**config.mk**
```make
export PLATFORM = sky130hd
export DESIGN_NAME = painel_interruptores
export DESIGN_NICKNAME = d
export VERILOG_FILES = /design/src/rtl/painel_pkg.sv /design/src/rtl/painel_canal.sv /design/src/rtl/painel_interruptores.sv
export SDC_FILE = /design/constraint.sdc
export NUM_CORES = 1
export LEC_CHECK = 0
export BUFFER_PORTS_ARGS = -buffer_cell sky130_fd_sc_hd__buf_2
export CAP_MARGIN = 40
export CORE_ASPECT_RATIO = 0.8
export CORE_MARGIN = 4
export CORE_UTILIZATION = 54
export DETAILED_ROUTE_END_ITERATION = 8
export HOLD_SLACK_MARGIN = 0.02
export MAX_ROUTING_LAYER = met4
export PLACE_DENSITY = 0.72
export REMOVE_ABC_BUFFERS = 1
export SYNTH_ARGS = -nofsm -noshare
export SYNTH_HDL_FRONTEND = slang
export SYNTH_SLANG_ARGS = --single-unit
```
**constraint.sdc**
```tcl
create_clock -name clk -period 1.4 [get_ports clk]
set_clock_uncertainty 0.15 [all_clocks]
set_input_delay 0.21 -clock clk [delete_from_list [all_inputs] [get_ports clk]]
set_output_delay 0.21 -clock clk [all_outputs]
set_load 0.05 [all_outputs]
```
**src/rtl/painel_pkg.sv**
```systemverilog
// Shared types, command encodings and helpers for the lamp-panel front end.
//   cmd_t        2-bit per-zone command (OFF/LOW/HIGH; 2'b11 is illegal)
//   deb_act_t    per-edge debounce decision
//   cnt_width()  width of the debounce/hold counters
//   deb_action() debounce step shared by the zone buttons and the master key
//   cmd_next()   command advanced by one press
package painel_pkg;

  typedef logic [1:0] cmd_t;

  localparam cmd_t CMD_OFF  = 2'b00;
  localparam cmd_t CMD_LOW  = 2'b01;
  localparam cmd_t CMD_HIGH = 2'b10;

  typedef enum logic [1:0] {
    DebClear,
    DebCount,
    DebFlip
  } deb_act_t;

  // Wide enough to hold max(deb, hold) itself, not just max-1.
  function automatic int unsigned cnt_width(int unsigned deb, int unsigned hold);
    int unsigned m;
    m = (deb > hold) ? deb : hold;
    return $clog2(m) + 1;
  endfunction

  // at_limit: the counter already holds DEB_CYCLES-1, so this differing edge
  // is the DEB_CYCLES-th in a row and the accepted level flips.
  function automatic deb_act_t deb_action(logic sync, logic acc, logic at_limit);
    if (sync == acc) begin
      return DebClear;
    end else if (at_limit) begin
      return DebFlip;
    end else begin
      return DebCount;
    end
  endfunction

  function automatic cmd_t cmd_next(cmd_t cur);
    cmd_t nxt;
    case (cur)
      CMD_OFF: nxt = CMD_LOW;
      CMD_LOW: nxt = CMD_HIGH;
      default: nxt = CMD_OFF;
    endcase
    return nxt;
  endfunction

endpackage

```
**src/rtl/painel_canal.sv**
```systemverilog
// One panel zone: synchronizes its button and presence sensor, debounces the
// button, runs the OFF->LOW->HIGH->OFF command cycle on each accepted press and
// stretches the presence flag for HOLD_CYCLES after the sensor drops.
// Ports:
//   clk, rst_n  system clock, asynchronous active-low reset
//   btn_i       raw push button (asynchronous, bouncing)
//   pres_i      raw presence sensor (asynchronous)
//   all_off_i   synchronous clear of the command (clk domain)
//   cmd_o       registered command: 00 OFF, 01 LOW, 10 HIGH
//   s_o         registered, hold-stretched presence flag
module painel_canal
  import painel_pkg::*;
#(
  parameter int unsigned DEB_CYCLES  = 4,
  parameter int unsigned HOLD_CYCLES = 8
) (
  input  logic       clk,
  input  logic       rst_n,
  input  logic       btn_i,
  input  logic       pres_i,
  input  logic       all_off_i,
  output logic [1:0] cmd_o,
  output logic       s_o
);

  localparam int unsigned      CNT_W     = cnt_width(DEB_CYCLES, HOLD_CYCLES);
  localparam logic [CNT_W-1:0] DEB_LIMIT = CNT_W'(DEB_CYCLES - 1);
  localparam logic [CNT_W-1:0] HOLD_LOAD = CNT_W'(HOLD_CYCLES);
  localparam logic [CNT_W-1:0] CNT_ONE   = CNT_W'(1);

  logic             btn_meta_q, btn_sync_q;
  logic             pres_meta_q, pres_sync_q;
  logic [CNT_W-1:0] deb_cnt_q, deb_cnt_d;
  logic             acc_q, acc_d;
  logic             acc_prev_q;
  cmd_t             cmd_q, cmd_d;
  logic [CNT_W-1:0] hold_cnt_q, hold_cnt_d;
  logic             s_q, s_d;
  logic             press;
  deb_act_t         deb_act;

  // Two-flop synchronizers for both raw inputs.
  always_ff @(posedge clk or negedge rst_n) begin
    if (!rst_n) begin
      btn_meta_q  <= 1'b0;
      btn_sync_q  <= 1'b0;
      pres_meta_q <= 1'b0;
      pres_sync_q <= 1'b0;
    end else begin
      btn_meta_q  <= btn_i;
      btn_sync_q  <= btn_meta_q;
      pres_meta_q <= pres_i;
      pres_sync_q <= pres_meta_q;
    end
  end

  always_comb begin
    acc_d     = acc_q;
    deb_cnt_d = '0;
    deb_act   = deb_action(btn_sync_q, acc_q, deb_cnt_q == DEB_LIMIT);
    unique case (deb_act)
      DebCount: deb_cnt_d = deb_cnt_q + CNT_ONE;
      DebFlip:  acc_d     = ~acc_q;
      default:  deb_cnt_d = '0;
    endcase
  end

  // Press is a one-cycle pulse, so an all_off on that edge consumes it.
  assign press = acc_q & ~acc_prev_q;

  always_comb begin
    cmd_d = cmd_q;
    if (all_off_i) begin
      cmd_d = CMD_OFF;
    end else if (cmd_q == 2'b11) begin
      cmd_d = CMD_OFF;
    end else if (press) begin
      cmd_d = cmd_next(cmd_q);
    end
  end

  always_comb begin
    hold_cnt_d = '0;
    s_d        = 1'b0;
    if (pres_sync_q) begin
      hold_cnt_d = HOLD_LOAD;
      s_d        = 1'b1;
    end else if (hold_cnt_q != '0) begin
      hold_cnt_d = hold_cnt_q - CNT_ONE;
      s_d        = 1'b1;
    end
  end

  always_ff @(posedge clk or negedge rst_n) begin
    if (!rst_n) begin
      deb_cnt_q  <= '0;
      acc_q      <= 1'b0;
      acc_prev_q <= 1'b0;
      cmd_q      <= CMD_OFF;
      hold_cnt_q <= '0;
      s_q        <= 1'b0;
    end else begin
      deb_cnt_q  <= deb_cnt_d;
      acc_q      <= acc_d;
      acc_prev_q <= acc_q;
      cmd_q      <= cmd_d;
      hold_cnt_q <= hold_cnt_d;
      s_q        <= s_d;
    end
  end

  assign cmd_o = cmd_q;
  assign s_o   = s_q;

endmodule

```
**src/rtl/painel_interruptores.sv**
```systemverilog
// Panel front end feeding the 16-zone priority lamp selector. Conditions the
// raw board signals into registered, packed selector inputs.
// Ports:
//   clk, rst_n  system clock, asynchronous active-low reset
//   btn_raw     raw push buttons, bit i = zone i
//   pres_raw    raw presence sensors, bit i = zone i
//   m_raw       raw master key
//   all_off     synchronous clear of every command
//   int_o       packed commands, int_o[2i+1:2i] = zone i
//   s_o         hold-stretched presence flags
//   m_o         debounced master key
module painel_interruptores
  import painel_pkg::*;
#(
  parameter int unsigned N_PAINEL    = 16,
  parameter int unsigned DEB_CYCLES  = 4,
  parameter int unsigned HOLD_CYCLES = 8
) (
  input  logic                  clk,
  input  logic                  rst_n,
  input  logic [N_PAINEL-1:0]   btn_raw,
  input  logic [N_PAINEL-1:0]   pres_raw,
  input  logic                  m_raw,
  input  logic                  all_off,
  output logic [2*N_PAINEL-1:0] int_o,
  output logic [N_PAINEL-1:0]   s_o,
  output logic                  m_o
);

  localparam int unsigned      CNT_W     = cnt_width(DEB_CYCLES, HOLD_CYCLES);
  localparam logic [CNT_W-1:0] DEB_LIMIT = CNT_W'(DEB_CYCLES - 1);
  localparam logic [CNT_W-1:0] CNT_ONE   = CNT_W'(1);

  for (genvar i = 0; i < N_PAINEL; i++) begin : g_zone
    painel_canal #(
      .DEB_CYCLES (DEB_CYCLES),
      .HOLD_CYCLES(HOLD_CYCLES)
    ) u_canal (
      .clk      (clk),
      .rst_n    (rst_n),
      .btn_i    (btn_raw[i]),
      .pres_i   (pres_raw[i]),
      .all_off_i(all_off),
      .cmd_o    (int_o[2*i+1:2*i]),
      .s_o      (s_o[i])
    );
  end

  // Master key: synchronizer and debounce only.
  logic             m_meta_q, m_sync_q;
  logic             m_acc_q, m_acc_d;
  logic [CNT_W-1:0] m_cnt_q, m_cnt_d;
  deb_act_t         m_act;

  always_comb begin
    m_acc_d = m_acc_q;
    m_cnt_d = '0;
    m_act   = deb_action(m_sync_q, m_acc_q, m_cnt_q == DEB_LIMIT);
    unique case (m_act)
      DebCount: m_cnt_d = m_cnt_q + CNT_ONE;
      DebFlip:  m_acc_d = ~m_acc_q;
      default:  m_cnt_d = '0;
    endcase
  end

  always_ff @(posedge clk or negedge rst_n) begin
    if (!rst_n) begin
      m_meta_q <= 1'b0;
      m_sync_q <= 1'b0;
      m_acc_q  <= 1'b0;
      m_cnt_q  <= '0;
    end else begin
      m_meta_q <= m_raw;
      m_sync_q <= m_meta_q;
      m_acc_q  <= m_acc_d;
      m_cnt_q  <= m_cnt_d;
    end
  end

  assign m_o = m_acc_q;

endmodule

```
# Word level (Yosys, flattened, before mapping)
# Index checks and enable logic that the tools add are counted.
classes:
  addsub: 33
  eq_ne: 100
  mux: 179
  bitwise: 49
  n_reduce_logical: 48
ops:
  columns: ["cell", "count"]
  rows:
  - ["$mux W4", 49]
  - ["$mux W2", 82]
  - ["$add A4 B1 Y4 const B", 17]
  - ["$eq A4 B2 Y1 const B", 17]
  - ["$eq A2 B1 Y1 const B", 33]
  - ["$eq A2 B2 Y1 const B", 33]
  - ["$pmux W2 S2", 16]
  - ["$reduce_bool A4 Y1", 16]
  - ["$sub A4 B1 Y4 const B", 16]
  - ["$reduce_bool A3 Y1", 16]
  - ["$not A1 Y1", 33]
  - ["$logic_not A2 Y1", 16]
  - ["$mux W1", 32]
  - ["$eq A1 B1 Y1", 17]
  - ["$and A1 B1 Y1", 16]
word_totals:
  register_bits: 279
  inputBits: 36
  out_inout_bits: 49
  wordCells: 573

# Logic depth before layout (Yosys ltp)
# Gate-level depths: netlist (run 1).
depth:
  depth_word: 5
  depth_mapped: 5
  depth_no_buf: 5

# By module
# From an unflattened synthesis (run 1), not the netlist that was laid out.
hier_totals:
  hier_cells: 836
  hier_area_um2: 10993.0
modules_own_cells:
  columns: ["mod", "n_inst", "cells_each", "area_each_um2", "seq_area_each_um2"]
  rows:
  - ["painel_canal at g_zone[0].u_canal ...", 15, 51, 669.4, 425.4]
  - ["painel_canal at g_zone[8].u_canal", 1, 51, 663.1, 425.4]
  - ["painel_interruptores", 1, 20, 289.0, 175.2]

# Worst setup path after synthesis (run 1)
# OpenSTA, ideal clock, no wires.
synth_path:
  kind: "register to register"
  startpoint: "register g_zone[10].u_canal.cmd_q[1]"
  endpoint: "register g_zone[10].u_canal.cmd_q[1]"
  setup_time_ns: 0.078
  arrival_ns: 1.134
  required_ns: 1.172
  setup_slack_ns: 0.038
  path_stages_with_launch: 3
  path_buffers: 0
  synth_period_minus_slack_ns: 1.362
  path_cell_list: "dfrtp_1 > or3b_1 > a21oi_1"
synth_via:
  elab_chain_len: 5
  elab_cells_between_ends: 8
  classes_between: "eq/ne: 2; mux: 4; reduce/logical: 2"
synth_rtl:
  columns: ["item", "line_no", "source"]
  rows:
  - ["start: declaration", "painel_canal.sv:36", "cmd_t cmd_q, cmd_d;"]
  - ["start signal: assignment", "painel_canal.sv:106", "cmd_q <= cmd_d;"]
  - ["$eq A2 B1 Y1 / $logic_not A2 Y1 (equally long branches)", "painel_pkg.sv:42", "case (cur)"]
  - ["$pmux W2 S2", "painel_pkg.sv:42", null]
  - ["$mux W2", "painel_canal.sv:77", "end else if (press) begin"]
  - ["$mux W2", "painel_canal.sv:75", "end else if (cmd_q == 2'b11) begin"]
  - ["$mux W2", "painel_canal.sv:73", "if (all_off_i) begin"]
# Parallel ways exist; a longest one is shown, timed or not. The select of a mux whose other input is x is not followed.
# A chain may end at the register's enable or synchronous reset.

# Final worst setup path (run 1)
layout_path:
  startpoint: "register g_zone[3].u_canal.cmd_q[0]"
  endpoint: "output int_o[6]"
layout_rtl:
  columns: ["item", "line_no", "source"]
  rows:
  - ["start: declaration", "painel_canal.sv:36", null]
  - ["start signal: assignment", "painel_canal.sv:106", null]
  - ["end: declaration", "painel_interruptores.sv:25", "output logic [2*N_PAINEL-1:0] int_o,"]
# No word-level cell between the ends.

==> flow_summary.ini, run 1 <==
[outcome]
status = finished with violations
violations = negative setup slack

[clock_tree]
clkTransAtPathRegs_ps = 60
cts_tree = built
clk_latency_ps = 520
clock_sinks = 279
numCtsBuffers = 27
ctsLongestPathBuffers = 3
cts-root-buf = clkbuf_16
cts_max_level = 1

[timing]
max_freq_mhz = 677
rsz0062_at_grt = yes
finalHoldViolations = 0
setup_viol = 45
min_period_ps = 1480
fin_crit_sh = 1.05
tightest_slew_ps = 386
fin_ws_ps = -76.2
slew_violations = 0
finalSetupTns_ps = -1440
slew_headroom = 0.743

[logic_synthesis]
synth-async-reset-ratio = 1.00
synthTopCellsByArea = dfrtp_1 64%, ha_1 5.5%, nand2b_1 3.3%, nor3_1 2.9%, nor2_1 2.8%
synth_top_cell_by_area = dfrtp_1
ys_warn_count = 0
netlist_top_cells_count = 279 x dfrtp_1, 83 x nor2_1, 63 x nor3_1
ys_ff_latch = 279
yosysUniqueCellTypes = 23
synthCells = 867
synth_edf_count = 0
yosysMostFrequentCell = dfrtp_1
ys_seq_area_frac = 0.638
synth_top_area_frac = 0.638
syn_avg_cell_area_sq_um = 12.6
synth-main-ff-cell = dfrtp_1
netlist_area_sq_um = 10900

[global_route]
antenna_found_initial = 0
first_global_vias = 6894
grt_overflow = 0
grt_pass1_wl_um = 32500
grt_start_max_net_pins = 70
grtUsageTotal = 0.176

[power_and_ir_drop]
intPower_uw = 19700
power.switching_uw = 9400
pwr-share-clk = 0.270
peakVddDrop_v = 0.00139
p_leak_uw = 0.00649
swShare = 0.323
pwr_density_cell_nw_per_um2 = 2050
pwr-share-seq = 0.409
combPwrFrac = 0.322

[critical_path]
path_delay_family = flip-flops
critPathKind = register to output pin
crit_path_max_incr_delay_ps = 410
critPathBufInv = 1
arrival_ps = 1120
cp_cell_sequence = buf_6
crit_fanout = 4
r2r_start = g_zone[7].u_canal.hold_cnt_q[0]
crit_slowest_cell = dfrtp_1
cp.required_ps = 1040
crit_start = g_zone[3].u_canal.cmd_o[0]
critPathLaunchType = register
worst_setup_path_end_kind = output pin

[place]
place_ws_ps = -50.8
place_hpwl_um = 11100
routabilityCongestion = 0.785
io_buffers = 84
placed_area_sq_um = 11800

[cells_and_area]
final_cell_area_sq_um = 14200
final_util = 0.715
n_antenna_cell = 0
fin_nets = 1152
drive_gt1_frac = 0.276
area_delta_synth_final_pct = 29.7

[die]
die_h_um = 135
start_util = 0.551
ios = 85
dieArea_sq_um = 22600
core.rowCount = 46
die_w_um = 167
core_area_sq_um = 19900

[drt]
drcViolationCount = 0
totalWireLength_um = 19100
vias = 6804
ant_nets = 0
drt_iter0_markers = 349
firstDrtPassIters = 4
drt-vias-per-instance = 5.04
wl_per_cell_um = 14.1

[worst_hold_path]
min_path_type = input pin to asynchronous set/reset pin

[run]
drv_cap = 0
through the flow:
stage               total power, uW  hold slack [ps]  std cells
detailed placement            19300             -115       1217
floorplan                     17300             -236        848
finish                        29100              135       1351
CTS                           28400              127       1333
global route                  31000              155       1351
global placement              19000             -118       1217
flip-flops by register name, summed over array words and instances (netlist names):
| name | flops |
|---|---|
| g_zone.u_canal.acc_prev_q | 16 |
| g_zone.u_canal.acc_q | 16 |
| g_zone.u_canal.btn_meta_q | 16 |
| g_zone.u_canal.btn_sync_q | 16 |
| g_zone.u_canal.cmd_o | 32 |
| g_zone.u_canal.deb_cnt_q | 64 |
| g_zone.u_canal.hold_cnt_q | 64 |
| g_zone.u_canal.pres_meta_q | 16 |
| g_zone.u_canal.pres_sync_q | 16 |
| g_zone.u_canal.s_o | 16 |
| m_cnt_q | 4 |
| m_meta_q | 1 |
| m_o | 1 |
| m_sync_q | 1 |
metal layers:
metal,up-vias,part of all wire,track usage
li1,3311,-,-
met1,3348,0.45,0.231
met2,110,0.49,0.290
met3,35,0.043,0.0356
met4,0,0.019,0.0392
met5,-,0,-
cell usage in the layout, fill, tap and decap left out, types with 5 or more instances in the layout:
cell / synthesis / layout
dlygate4sd3_1: 0 / 36
ha_2: 0 / 7
buf_4: 16 / 65
buf_6: 0 / 50
xnor2_1: 19 / 19
or2b_1: 5 / 5
nand3_1: 17 / 17
nor2_1: 83 / 77
clkbuf_8: 0 / 9
or3b_1: 16 / 16
mux2_2: 17 / 16
nor3_1: 63 / 61
ha_4: 0 / 12
xor2_1: 34 / 34
bufinv_16: 0 / 5
a21oi_1: 47 / 45
clkinv_2: 0 / 6
or3_1: 26 / 24
dfrtp_1: 279 / 279
nand3b_1: 32 / 32
nor2b_4: 16 / 16
ha_1: 48 / 29
clkbuf_16: 0 / 27
inv_2: 0 / 10
buf_2: 0 / 34
o21ai_1: 14 / 13
nand2b_1: 58 / 44
inv_1: 49 / 39
a211o_1: 15 / 15
nand2b_4: 0 / 14
buf_12: 0 / 5
kinds of logic after synthesis:
group,count (synthesis),synth area share
XOR/XNOR,53,0.0424
buffers and inverters,68,0.0288
adder cells (fa/ha/maj),48,0.0549
AND/OR/NAND/NOR,325,0.178
multiplexers,17,0.0175
flip-flops,279,0.638
AO/OA/AOI/OAI,77,0.0406
final cells by class:
class / count / area [sq um]
Clock buffer: 37 / 803
Clock inverter: 11 / 180
Fill cell: 1330 / 5660
Inverter: 49 / 184
Multi-Input combinational cell: 520 / 4020
Sequential cell: 279 / 6980
Tap cell: 264 / 330
Timing Repair Buffer: 191 / 1700
power by group through the flow:
| stage | Combinational [uW] | Clock (uW) | Sequential, uW |
|---|---|---|---|
| 2_1_floorplan | 4420 | 0 | 12900 |
| 3_3_place_gp | 7120 | 0 | 11900 |
| 3_5_place_dp | 7390 | 0 | 11900 |
| 4_1_cts | 8600 | 8050 | 11700 |
| 5_1_grt | 10400 | 8440 | 12200 |
| 6_report | 9350 | 7850 | 11900 |
timing repair:
| action | in CTS | in global routing |
|---|---|---|
| resized for setup | 107 | 71 |
| endpoints found under the setup margin | 54 | 85 |
| hold buffers | 36 | 0 |
| buffers inserted | 32 | 18 |
| pin swaps | 2 | 28 |
| cloned | 0 | 0 |
| endpoints found under the hold margin | 344 | 0 |
path summary, 6_finish.rpt:
check | endpoint | slack (ps) | cells after the start
worst min register to register | g_zone[13].u_canal.pres_sync_q | 190 | 0
worst max-delay path | int_o[6] | -80 | 1
worst min-delay path | g_zone[12].u_canal.hold_cnt_q[3] | 130 | 3
max in group asynchronous | g_zone[4].u_canal.hold_cnt_q[1] | 200 | 3
worst max register to register | g_zone[7].u_canal.hold_cnt_q[3] | 10 | 3
min in group clk | g_zone[11].u_canal.btn_meta_q | 180 | 2
(Power assumes the default switching activity.)
==> run 2: changes to the inputs <==
- ABC_AREA: unset -> 1
==> run 2 against run 1 <==
Effect of this change: the flow still finishes with violations (negative setup slack); final area is 0.91% lower; count of clock-buffer cells in the layout is 3 higher; flip-flop and latch count stayed put; synthesized cell count is 34% higher; critical path depth stayed put; cell count is 21% higher; die area is 3.1% higher; total power is 2.2% higher; critical endpoint is now int_o[26]; largest cell class unchanged; highest routed layer unchanged.
==> flow_summary.ini, run 2 <==
[clock_tree]
clk_latency_ps = 520
cts-root-buf = clkbuf_16
numCtsBuffers = 28
clkTransAtPathRegs_ps = 60
cts_tree = built
cts_max_level = 1
clock_sinks = 279
ctsLongestPathBuffers = 3

[die]
die_w_um = 170
die_h_um = 137
core.rowCount = 47
start_util = 0.548
ios = 85
core_area_sq_um = 20600
dieArea_sq_um = 23300

[logic_synthesis]
synth_edf_count = 0
synth_top_cell_by_area = dfrtp_1
synth-main-ff-cell = dfrtp_1
ys_warn_count = 0
syn_avg_cell_area_sq_um = 9.75
netlist_top_cells_count = 279 x dfrtp_1, 251 x nand2_1, 199 x inv_1
ys_ff_latch = 279
yosysUniqueCellTypes = 20
ys_seq_area_frac = 0.618
synth-async-reset-ratio = 1.00
netlist_area_sq_um = 11300
yosysMostFrequentCell = dfrtp_1
synthCells = 1159
synth_top_area_frac = 0.618
synthTopCellsByArea = dfrtp_1 62%, nand2_1 8.3%, inv_1 6.6%, ha_1 5.3%, nor2_1 5.1%

[timing]
rsz0062_at_grt = yes
finalHoldViolations = 0
min_period_ps = 1470
tightest_slew_ps = 293
fin_ws_ps = -74.8
max_freq_mhz = 678
fin_crit_sh = 1.05
setup_viol = 42
slew_violations = 0
whs_ps = 6.37
slew_headroom = 0.805

[cells_and_area]
n_fill_cell = 1481
drive_gt1_frac = 0.149
final-instance-count-excl-fill = 1630
layout_common_cells = 279 x dfrtp_1, 251 x nand2_1, 199 x inv_1
fin_nets = 1424
area_delta_synth_final_pct = 24.4
layout_commonest_cell = dfrtp_1

[drt]
wl_per_cell_um = 11.5
vias = 7634
ant_nets = 0
totalWireLength_um = 18700
firstDrtPassIters = 5
drt_iter0_markers = 384
drcViolationCount = 0
drt-vias-per-instance = 4.68

[place]
routabilityCongestion = 0.777
io_buffers = 84
place_hpwl_um = 11800
placedCellCount = 1501

[global_route]
first_global_vias = 7405
grt_pass1_wl_um = 32400
grt_overflow = 0
grt_start_max_net_pins = 58
antenna_found_initial = 1
grtUsageTotal = 0.169

[critical_path]
cp_cell_sequence = buf_6
path_delay_family = flip-flops
critPathBufInv = 1
worst_setup_path_end_kind = output pin
critPathKind = register to output pin
r2r_end = g_zone[15].u_canal.cmd_o[0]
crit_path_max_incr_delay_ps = 420
reg2reg_slack_ps = 120
r2r_start = g_zone[15].u_canal.cmd_o[1]
crit_fanout = 3
arrival_ps = 1110
cp.required_ps = 1040
critPathLaunchType = register
crit_slowest_cell = dfrtp_1
r2r_cells = 4

[outcome]
status = finished with violations
violations = negative setup slack

[run]
drv_cap = 0

[power_and_ir_drop]
peakVddDrop_v = 0.00144
p_leak_uw = 0.00732
pwr_density_cell_nw_per_um2 = 2110

[worst_hold_path]
min_path_type = input pin to asynchronous set/reset pin
-- run 2: changes by cell type in the layout (fill, tap and decap cells not counted), moves of 22 or more --
| cell | before | now |
|---|---|---|
| nand2b_1 | 44 | 0 |
| buf_4 | 65 | 43 |
| nand4_1 | 0 | 26 |
| or3_1 | 24 | 0 |
| nor3_1 | 61 | 0 |
| nand3_1 | 17 | 76 |
| nand2_1 | 0 | 251 |
| nor2_1 | 77 | 155 |
| nand3b_1 | 32 | 0 |
| xor2_1 | 34 | 3 |
| inv_1 | 39 | 199 |
-- run 2: worst max-delay path by stage --
| stage | startpoint | depth (start not counted) | to |
|---|---|---|---|
| 6_report | g_zone[13].u_canal.cmd_o[0] | 1 | int_o[26] |
| 5_1_grt | g_zone[13].u_canal.cmd_o[0] | 1 | int_o[26] |
| 4_1_cts | g_zone[0].u_canal.cmd_o[0] | 1 | int_o[0] |
| 3_5_place_dp | g_zone[3].u_canal.hold_cnt_q[0] | 5 | g_zone[3].u_canal.hold_cnt_q[2] |
| 3_3_place_gp | g_zone[0].u_canal.hold_cnt_q[0] | 5 | g_zone[0].u_canal.hold_cnt_q[0] |
| 2_1_floorplan | g_zone[15].u_canal.cmd_o[1] | 2 | g_zone[15].u_canal.cmd_o[0] |
-- run 2: logic make-up after synthesis --
group,share of synthesized area
and+or+nand+nor,0.200
DFF,0.618
buffers and inverters,0.0797
AOI/OAI and AO/OA,0.0217
adders and majority gates,0.0531
xor gates and xnor gates,0.0279
-- run 2: worst register-to-register path, stage by stage (launching register included) --
cell and delay [ps]:
dfrtp_1 390, buf_4 130, buf_4 120, or2_1 240, nor3b_2 180
-- run 2: what timing repair did --
item                                   in CTS  in global routing
endpoints found under the hold margin     344                  2
gates resized for setup                    98                  0
setup endpoints to repair                  49                 49
buffers inserted                           28                 13
hold buffers                               35                  2
pin swaps                                   0                  0
-- run 2: where the power goes --
part / leakage, uW / internal, uW / total (uW) / switching [uW]
combinational: 0.00337 / 4010 / 9720 / 5710
sequential: 0.00345 / 10300 / 12000 / 1710
clock: 0.000503 / 5010 / 7980 / 2970
-- run 2: through the flow --
step / worst slack (ps) / cell area [sq um] / power [uW] / util / setup TNS [ps]
2_1_floorplan: 161 / 11200 / 18500 / - / 0
3_3_place_gp: 216 / 12100 / 20200 / 0.584 / 0
3_5_place_dp: 169 / 12100 / 20600 / 0.584 / 0
4_1_cts: -97.5 / 13900 / 29800 / 0.676 / -2780
5_1_grt: -117 / 14100 / 32000 / 0.681 / -3440
6_report: -74.8 / 14100 / 29700 / 0.681 / -1320
-- run 2: final cells by class --
type / instances / area [sq um] / share of cell area
repair buffers: 170 / 1550 / 0.110
clock buffers: 40 / 867 / 0.0617
multi-input cells: 661 / 3420 / 0.243
inverters: 200 / 751 / 0.0534
clock inverters: 10 / 155 / 0.0110
well taps: 269 / 337 / 0.0239
diodes: 1 / 2.50 / 0.000178
flip-flops and latches: 279 / 6980 / 0.496
-- run 2: metal layers --
| layer | global-route usage | share of wire |
|---|---|---|
| met4 | 0.0398 | 0.022 |
| met1 | 0.219 | 0.47 |
| met5 | - | 0 |
| met3 | 0.0316 | 0.041 |
| met2 | 0.280 | 0.47 |
